==> src/rtl/memory_cycle.sv <==
// memory_cycle -- memory stage of the pipeline plus the M->W pipeline register.
//
// Issues loads/stores to a data memory with a req/ack handshake. A zero-wait
// memory (ack in the request cycle) completes without stalling. Otherwise the
// stage freezes fetch/decode/execute (Stall_M) and pushes bubbles into
// writeback until the access is acknowledged.
//
// Optional feature macro: MEM_TIMEOUT_EN
//   When defined, an access that has waited 15 consecutive WAIT cycles without
//   ack is abandoned on the next edge. Nothing is written back, and the sticky
//   mem_fault flag is set until reset. When undefined, WAIT lasts until ack and
//   mem_fault is tied low.
//
// Ports:
//   clk, rst                             clock, synchronous active-high reset
//   RegWrite_M, ResultSrc_M, MemWrite_M  controls from execute (ResultSrc_M=1: load)
//   AluResult_M, WriteData_M             address/ALU result and store data
//   dmem_req, dmem_we                    memory request / write enable (combinational)
//   dmem_addr, dmem_wdata                memory address / store data (combinational)
//   dmem_rdata, dmem_ack                 memory read data / completion acknowledge
//   Stall_M                              freezes upstream stages while high
//   RegWrite_W, ResultSrc_W,
//   AluResult_W, ReadData_W              registered writeback-stage outputs
//   mem_fault                            sticky timeout flag
module memory_cycle (
  input  logic        clk,
  input  logic        rst,
  input  logic        RegWrite_M,
  input  logic        ResultSrc_M,
  input  logic        MemWrite_M,
  input  logic [31:0] AluResult_M,
  input  logic [31:0] WriteData_M,
  output logic        dmem_req,
  output logic        dmem_we,
  output logic [31:0] dmem_addr,
  output logic [31:0] dmem_wdata,
  input  logic [31:0] dmem_rdata,
  input  logic        dmem_ack,
  output logic        Stall_M,
  output logic        RegWrite_W,
  output logic        ResultSrc_W,
  output logic [31:0] AluResult_W,
  output logic [31:0] ReadData_W,
  output logic        mem_fault
);

  typedef enum logic [0:0] {
    IDLE = 1'b0,
    WAIT = 1'b1
  } state_t;

  state_t state_r;
  state_t stateNext_s;
  logic   access_s;
  logic   timeout_s;

  assign access_s = ResultSrc_M | MemWrite_M;

`ifdef MEM_TIMEOUT_EN
  logic [3:0] waitCnt_r;
  logic       memFault_r;

  // The access has used up its wait budget when the counter is at 15 and
  // the memory still has not acknowledged.
  assign timeout_s = !rst && (state_r == WAIT) && (waitCnt_r == 4'd15) && !dmem_ack;
  assign mem_fault = memFault_r;

  // Wait counter: held at zero in IDLE, so it always starts from zero on
  // entering WAIT. It then counts WAIT cycles without ack.
  always_ff @(posedge clk) begin
    if (rst) begin
      waitCnt_r <= 4'd0;
    end else if (state_r == IDLE) begin
      waitCnt_r <= 4'd0;
    end else if (!dmem_ack) begin
      waitCnt_r <= waitCnt_r + 4'd1;
    end else begin
      waitCnt_r <= waitCnt_r;
    end
  end

  // Sticky fault flag: set by a timeout and cleared only by reset.
  always_ff @(posedge clk) begin
    if (rst) begin
      memFault_r <= 1'b0;
    end else if (timeout_s) begin
      memFault_r <= 1'b1;
    end else begin
      memFault_r <= memFault_r;
    end
  end
`else
  assign timeout_s = 1'b0;
  assign mem_fault = 1'b0;
`endif

  // FSM state register.
  always_ff @(posedge clk) begin
    if (rst) begin
      state_r <= IDLE;
    end else begin
      state_r <= stateNext_s;
    end
  end

  // Next state, memory request and stall. All are forced quiet during reset,
  // so an access in flight is dropped.
  always_comb begin
    stateNext_s = state_r;
    dmem_req    = 1'b0;
    dmem_we     = 1'b0;
    dmem_addr   = 32'd0;
    dmem_wdata  = 32'd0;
    Stall_M     = 1'b0;
    if (rst) begin
      stateNext_s = IDLE;
    end else begin
      case (state_r)
        IDLE: begin
          if (access_s) begin
            dmem_req = 1'b1;
            // An ack in the request cycle completes the access in place.
            if (dmem_ack) begin
              stateNext_s = IDLE;
            end else begin
              stateNext_s = WAIT;
            end
          end else begin
            stateNext_s = IDLE;
          end
        end
        WAIT: begin
          dmem_req = 1'b1;
          if (dmem_ack || timeout_s) begin
            stateNext_s = IDLE;
          end else begin
            stateNext_s = WAIT;
          end
        end
        default: begin
          stateNext_s = IDLE;
        end
      endcase
      // Upstream is frozen while stalled, so M inputs stay stable for the
      // whole access.
      if (dmem_req) begin
        dmem_we    = MemWrite_M;
        dmem_addr  = AluResult_M;
        dmem_wdata = WriteData_M;
      end else begin
        dmem_we    = 1'b0;
        dmem_addr  = 32'd0;
        dmem_wdata = 32'd0;
      end
      Stall_M = dmem_req & !dmem_ack & !timeout_s;
    end
  end

  // M->W pipeline register. A stalled edge or an abandoned (timed-out)
  // access inserts a bubble.
  always_ff @(posedge clk) begin
    if (rst) begin
      RegWrite_W  <= 1'b0;
      ResultSrc_W <= 1'b0;
      AluResult_W <= 32'd0;
      ReadData_W  <= 32'd0;
    end else if (Stall_M || timeout_s) begin
      RegWrite_W  <= 1'b0;
      ResultSrc_W <= 1'b0;
      AluResult_W <= 32'd0;
      ReadData_W  <= 32'd0;
    end else begin
      RegWrite_W  <= RegWrite_M;
      ResultSrc_W <= ResultSrc_M;
      AluResult_W <= AluResult_M;
      ReadData_W  <= ResultSrc_M ? dmem_rdata : 32'd0;
    end
  end

endmodule
==> config.mk <==
export PLATFORM = sky130hd
export DESIGN_NAME = memory_cycle
export DESIGN_NICKNAME = d
export VERILOG_FILES = /design/src/rtl/memory_cycle.sv
export SDC_FILE = /design/constraint.sdc
export NUM_CORES = 1
export LEC_CHECK = 0
export ABC_CLOCK_PERIOD_IN_PS = 3000
export CORE_AREA = 8 8 98 100
export CTS_CLUSTER_DIAMETER = 150
export CTS_CLUSTER_SIZE = 25
export DETAILED_ROUTE_END_ITERATION = 8
export DIE_AREA = 0 0 106 108
export PLACE_DENSITY_LB_ADDON = 0.12
export SYNTH_ARGS = -nofsm -noshare
export SYNTH_HDL_FRONTEND = slang
export SYNTH_SLANG_ARGS = --single-unit
==> constraint.sdc <==
create_clock -name clk -period 3 [get_ports clk]
set_clock_uncertainty 0.1 [all_clocks]
set_input_delay 0.45 -clock clk [delete_from_list [all_inputs] [get_ports clk]]
set_output_delay 0.45 -clock clk [all_outputs]
set_load 0.01 [all_outputs]
==> results of run 1 <==
==> kinds of logic (layout without fill, tap and decap cells) <==
logic type / count (synthesis) / in the layout / synth area share, %
AOI/OAI and AO/OA: 33 / 33 / 10.7
buffers and inverters: 26 / 255 / 6.04
DFF: 67 / 67 / 51.8
other: 1 / 1 / 0.145
and+or+nand+nor: 136 / 136 / 31.3
==> where the power goes <==
part / internal, mW / switching [mW] / total (mW)
sequential: 0.924 / 0.00838 / 0.933
clock: 0.395 / 0.310 / 0.705
combinational: 0.302 / 0.192 / 0.494
total: 1.62 / 0.510 / 2.13
==> metal layers <==
layer	wire, um	vias to the layer above	GRT usage (%)
met2	5020	141	29.9
li1	-	1288	-
met1	3930	1158	17.9
met5	0	-	0
met3	1280	7	10.2
met4	88	0	3.92
==> state kept, by name, summed over array words and instances, names as in the netlist <==
signal / flops
state_r: 1
ReadData_W: 32
RegWrite_W: 1
ResultSrc_W: 1
AluResult_W: 32
==> per-stage QoR <==
| stage | hold slack [ns] | cells |
|---|---|---|
| floorplan | 0.427 | 263 |
| global placement | 0.699 | 583 |
| detailed placement | 0.716 | 583 |
| CTS | 0.564 | 597 |
| global route | 0.571 | 597 |
| finish | 0.578 | 597 |
==> worst paths after layout <==
path	startpoint	endpoint	slack [ns]	cells after the start
worst max register to register	state_r	AluResult_W[25]	1.29	2
worst max-delay path	ResultSrc_M	dmem_wdata[8]	0.35	5
worst min-delay path	dmem_rdata[16]	ReadData_W[16]	0.58	2
worst min register to register	state_r	state_r	0.75	3
==> worst max-delay path: cells and delay by family <==
family	cells	cell delay, ns
buf+inv	3	1.33
simple gates	2	0.32
==> layout make-up <==
type,count,share of cell area (%)
clock buffers,11,2.74
flip-flops and latches,67,26.0
clock inverters,3,0.777
multi-input cells,170,21.4
inverters,1,0.0728
repair buffers,240,46.5
well taps,105,2.55
==> cell usage in the layout, fill, tap and decap left out <==
master / count
buf_2: 1
nor3b_1: 32
or3_2: 1
dfxtp_1: 67
clkbuf_1: 1
a21oi_1: 3
nor3_1: 2
a21oi_2: 30
clkinv_2: 2
nand2b_1: 33
nor2_1: 33
conb_1: 1
nor3_4: 1
buf_4: 5
clkbuf_8: 10
nor2b_1: 1
clkdlybuf4s50_1: 233
bufinv_16: 1
buf_12: 1
clkinv_1: 1
and2_1: 32
and3b_1: 1
==> results.md, run 1 <==
- Status: completed
- Syn avg cell area: 9.85 um^2
- Routed vias/inst: roughly 4.3
- Filler cell count: roughly 690
- Power density cells: between 400 and 500 nW/um^2
- PostCTS Resize Cnt: 0
- Sink Count: 67
- Number of synthesized flops with an enable pin: 0
- CTS root buffer: clkbuf_8
- Final critical-path share of the clock period: 88.5%
- VDD IR-drop max: between 0.0002 and 0.00025 V
- Leak: about 1.9 nW
- Final setup violating endpoints: 0
- Port Buf Inserts: ~230
- Slew @ Worst Pin: 0.990 ns
- Syn nets: roughly 370
- Total power: 2.13 mW
- Clk pin slew, worst setup/hold paths: 0.07 ns
- Chip Width: around 110 um
- Max incr delay on CP: just under 0.6 ns
- Arr. time, crit path: 2.10 ns
- Layout cell share with drive strength beyond 1: about a tenth
- Slew headroom: around 34%
- DP Area: 4970 um^2
- Initial antenna violation count: 0
- Footprint of the multi-input gates: 1100 um^2
- Post-synth top area cell: dfxtp_1
- Core Box Area: around 8100 um^2
- HP Class: primary input to flip-flop
- Initial drt markers: 52
- Unrepaired setup endpoints after global routing: false
- Aggregate global routing overflow: 0
- Ports: 236
- WL final: 10.3 mm
- Crit-path cells: clkdlybuf4s50_1, nor3_4, buf_4, nor3b_1, clkdlybuf4s50_1
- Crit start category: primary input
- All-Layer GR Usage: 17.4%
- Fin crit period: 2.65 ns
- Synth area leaders: dfxtp_1, a21oi_2, nor3b_1
- Post-route setup slack: around 0.35 ns
- Ys async rst share: 0%
- Commonest cells in the netlist: dfxtp_1, nand2b_1, nor2_1
- Die area: around 11000 um^2
- CTS tree: built
- Finished Cell Area: 5150 um^2
- Slowest cell on crit path: clkdlybuf4s50_1
- Final GP Congestion: between 0.7 and 0.8
- Core Util, Final: between 60% and 70%
- Mapped Cells: between 200 and 300
- Slew Limit Fails: 0
- Die H: approximately 110 um
- Critical path required time: 2.45 ns
- CP Max Fanout: 16
- Hold_buf cts: 0
- Fmax: about 380 MHz
- Initial DRT Pass Iterations: 4
- Final Hold Vio Count: 0
- TNS Setup: 0 ns
- Clk_lat worst skew: 0.32 ns
- Synth Register Bits: 67
- Post-route ant nets: 0
- MaxCap Viol Count: 0
- Initial Util: about a third
- Largest net degree at the start of global routing: 52
- Most numerous cell in the Yosys netlist: dfxtp_1
- Rows: 33
- Average wire per standard cell: 17.3 um
- Area Growth Syn to Fin: 98.9%
- First-pass GRT wire length: 15.6 mm
- Synthesized area: roughly 2600 um^2
- Vias in the first global route: between 2000 and 3000
- Via count: 2594
- Synth top area share: about half
- Yosys cell types: 19
- Kind of critical path: primary input to output pin
- Pre-CTS setup slack: roughly 0.31 ns
- Htree depth: 3
- Top FF cell, synth: dfxtp_1
- CTS max path bufs: 2
- DRC Markers: 0
- Post-synthesis sequential area ratio: 51.8%
- Post-DP HPWL: around 8.2 mm
- Nets: between 500 and 600
- Setup Fix Bufs, Post-CTS: 0
- Antenna cells: 0
- Register area: 1340 um^2
- Most used cell, CP: clkdlybuf4s50_1
- Total number of yosys warnings: 0
- TritonCTS buffer count: 9
- Critical path capture point type: output pin
Note: power is estimated with default switching activity, not from simulation.
==> inputs of run 2 (changes only) <==
--- a/config.mk
+++ b/config.mk
@@ -11,7 +11,8 @@
 export CTS_CLUSTER_SIZE = 25
 export DETAILED_ROUTE_END_ITERATION = 8
 export DIE_AREA = 0 0 106 108
-export PLACE_DENSITY_LB_ADDON = 0.12
+export MAX_ROUTING_LAYER = met4
+export PLACE_DENSITY = 0.84
 export SYNTH_ARGS = -nofsm -noshare
 export SYNTH_HDL_FRONTEND = slang
 export SYNTH_SLANG_ARGS = --single-unit
==> run 2 against run 1 <==
Effect of this change: non-clock buffer count decreased by 1; critical path depth unchanged; flip-flop and latch count unchanged; cell area increased by 0.29%; sequential share of layout area decreased by 0.076 points; register-to-register slack about the same; critical endpoint is now dmem_wdata[14]; largest cell class unchanged.
==> results.md, run 2 (synthesized netlist as in run 1, its figures left out) <==
- Hold_buf cts: 0 (unchanged)
- Most frequent cells in the layout: clkdlybuf4s50_1, dfxtp_1, nand2b_1, nor2_1
- Fmax: 370 MHz (-1.8%)
- Final setup violating endpoints: 0 (unchanged)
- Finished Cell Area: 5170 um^2 (+0.29%)
- Initial DRT Pass Iterations: 4 (unchanged)
- Sink Count: 67 (unchanged)
- Reg power frac: 42.9% (-0.8 points)
- Post-route ant nets: 0 (unchanged)
- Htree depth: 3 (unchanged)
- First-pass GRT wire length: 15.5 mm (-0.36%)
- Unrepaired setup endpoints after global routing: false
- Crit-path cells: clkdlybuf4s50_1, nor3_4, buf_12, nor3b_1, clkdlybuf4s50_1
- Gate power share: 22.7% (-0.5 points)
- Max incr delay on CP: 0.60 ns (about the same)
- CTS root buffer: clkbuf_8
- Critical path required time: 2.45 ns (about the same)
- Pre-CTS setup slack: 0.321 ns (+0.0146 ns)
- Core Box Area: 8050 um^2 (unchanged)
- Commonest non-fill, non-tap cell in the layout: clkdlybuf4s50_1
- Clk_lat worst skew: 0.32 ns (about the same)
- Leak: 1.94 nW (+0.32%)
- Slew Limit Fails: 0 (unchanged)
- DRC Markers: 0 (unchanged)
- Initial antenna violation count: 0 (unchanged)
- Vias in the first global route: 2755 (-0.47%)
- Routed vias/inst: 4.40 (+1.3%)
- Kind of critical path: primary input to output pin
- Filler cell count: 640 (-7.6%)
- Slew @ Worst Pin: 0.993 ns (+0.00310 ns)
- Slowest cell on crit path: clkdlybuf4s50_1
- PostCTS Resize Cnt: 0 (unchanged)
- CP Max Fanout: 67 (+51)
- All-Layer GR Usage: 17.8% (+0.48 points)
- Worst hold slack: 0.579 ns (+0.000537 ns)
- Delay-heaviest family, CP: buffers and inverters
- Status: completed
- Post-route setup slack: 0.298 ns (-0.0474 ns)
- HP Class: primary input to flip-flop
- CTS max path bufs: 2 (unchanged)
- Nets: 590 (-0.17%)
- Core Util, Final: 64.2% (+0.19 points)
- Top flop regs: AluResult_W x32, ReadData_W x32
- Fin crit period: 2.70 ns (+0.0474 ns)
- R2R depth: 2 (unchanged)
- Die H: 108 um (unchanged)
- Aggregate global routing overflow: 0 (unchanged)
- Switching portion of total power: 23.9% (about the same)
- TNS Setup: 0 ns (unchanged)
- Sw power: 520 uW (+1.9%)
- Average wire per standard cell: 17.4 um (+0.33%)
- WP buf/inv: 3 (unchanged)
- Setup Fix Bufs, Post-CTS: 0 (unchanged)
- Largest net degree at the start of global routing: 68 (+31%)
- Initial drt markers: 62 (+19%)
- Post-DP HPWL: 8.12 mm (-0.43%)
- WL final: 10.4 mm (+0.49%)
- Stages on the worst setup path: 5 (unchanged)
- VDD IR-drop max: 0.000193 V (-9.9%)
- Clk pin slew, worst setup/hold paths: 0.07 ns (about the same)
- Slew headroom: 33.8% (-0.21 points)
- Final Hold Vio Count: 0 (unchanged)
- DP Area: 4960 um^2 (-0.15%)
- Via count: 2633 (+1.5%)
- Chip Width: 106 um (unchanged)
- Arr. time, crit path: 2.15 ns (+0.05 ns)
- Rows: 33 (unchanged)
- Ports: 236 (unchanged)
- Crit start category: primary input
- Final critical-path share of the clock period: 90.1% (+1.6 points)
- Final GP Congestion: 0.780 (+4.7%)
- WHS Path Cells: 3 (+1)
- Antenna cells: 0 (unchanged)
- Area Growth Syn to Fin: 99.5%
- Port Buf Inserts: 234 (unchanged)
- Die area: 11400 um^2 (unchanged)
- MaxCap Viol Count: 0 (unchanged)
- Initial Util: 32.2% (unchanged)
- TritonCTS buffer count: 9 (unchanged)
- Most used cell, CP: clkdlybuf4s50_1
- CTS tree: built
- Internal power: 1.65 mW (+2.0%)
- Critical path capture point type: output pin
- Clock share of power: 34.3% (+1.2 points)
- Power density cells: 421 nW/um^2 (+1.7%)
- Layout cell share with drive strength beyond 1: 10.8% (+0.18 points)
==> run 2: cell types whose count changed in the layout (fill, tap and decap cells not counted) <==
cell / before / now
clkinv_4: 0 / 1
buf_4: 5 / 4
clkbuf_8: 10 / 11
==> run 2: area by class of cell <==
| class | count | area, um^2 | area share, % |
|---|---|---|---|
| clock inverters | 4 | 48.8 | 0.944 |
| inverters | 1 | 3.75 | 0.0726 |
| multi-input cells | 170 | 1100 | 21.3 |
| well taps | 105 | 131 | 2.54 |
| repair buffers | 239 | 2390 | 46.2 |
| clock buffers | 12 | 155 | 3.00 |
| flip-flops and latches | 67 | 1340 | 26.0 |
==> run 2: worst paths after layout <==
check | startpoint | endpoint | slack [ns]
max reg2reg | state_r | AluResult_W[23] | 1.29
min | RegWrite_M | RegWrite_W | 0.58
max | ResultSrc_M | dmem_wdata[14] | 0.30
min reg2reg | state_r | state_r | 0.75
==> run 2: stage by stage <==
step           total power [mW]  cells
4_1_cts                    2.21    598
5_1_grt                    2.29    598
3_3_place_gp               1.44    582
6_report                   2.17    598
3_5_place_dp               1.45    582
2_1_floorplan              1.13    263
==> run 2: tightest hold or removal path: stages <==
cell	delay, ns
clkdlybuf4s50_1	0.39
nand2b_1	0.08
a21oi_2	0.03
==> run 2: power by group through the flow <==
stage | clock, mW | combinational [mW] | sequential [mW]
detailed placement | 0 | 0.496 | 0.954
CTS | 0.773 | 0.500 | 0.934
global placement | 0 | 0.489 | 0.953
global route | 0.825 | 0.527 | 0.936
floorplan | 0 | 0.159 | 0.971
finish | 0.746 | 0.494 | 0.934
==> run 2: routing by layer <==
| metal | wire length (um) | GRT usage, % | part of all wire, % | vias up |
|---|---|---|---|---|
| li1 | - | - | - | 1285 |
| met1 | 4330 | 19.9 | 42 | 1190 |
| met2 | 4990 | 29.1 | 48 | 142 |
| met3 | 905 | 6.84 | 8.7 | 16 |
| met4 | 153 | 5.13 | 1.5 | 0 |
| met5 | 0 | - | 0 | - |
==> inputs of run 3 (changes only) <==
--- a/config.mk
+++ b/config.mk
@@ -5,7 +5,6 @@
 export SDC_FILE = /design/constraint.sdc
 export NUM_CORES = 1
 export LEC_CHECK = 0
-export ABC_CLOCK_PERIOD_IN_PS = 3000
 export CORE_AREA = 8 8 98 100
 export CTS_CLUSTER_DIAMETER = 150
 export CTS_CLUSTER_SIZE = 25
==> results of run 3 <==
The final DEF is identical to that of run 2; final timing and power are the same.
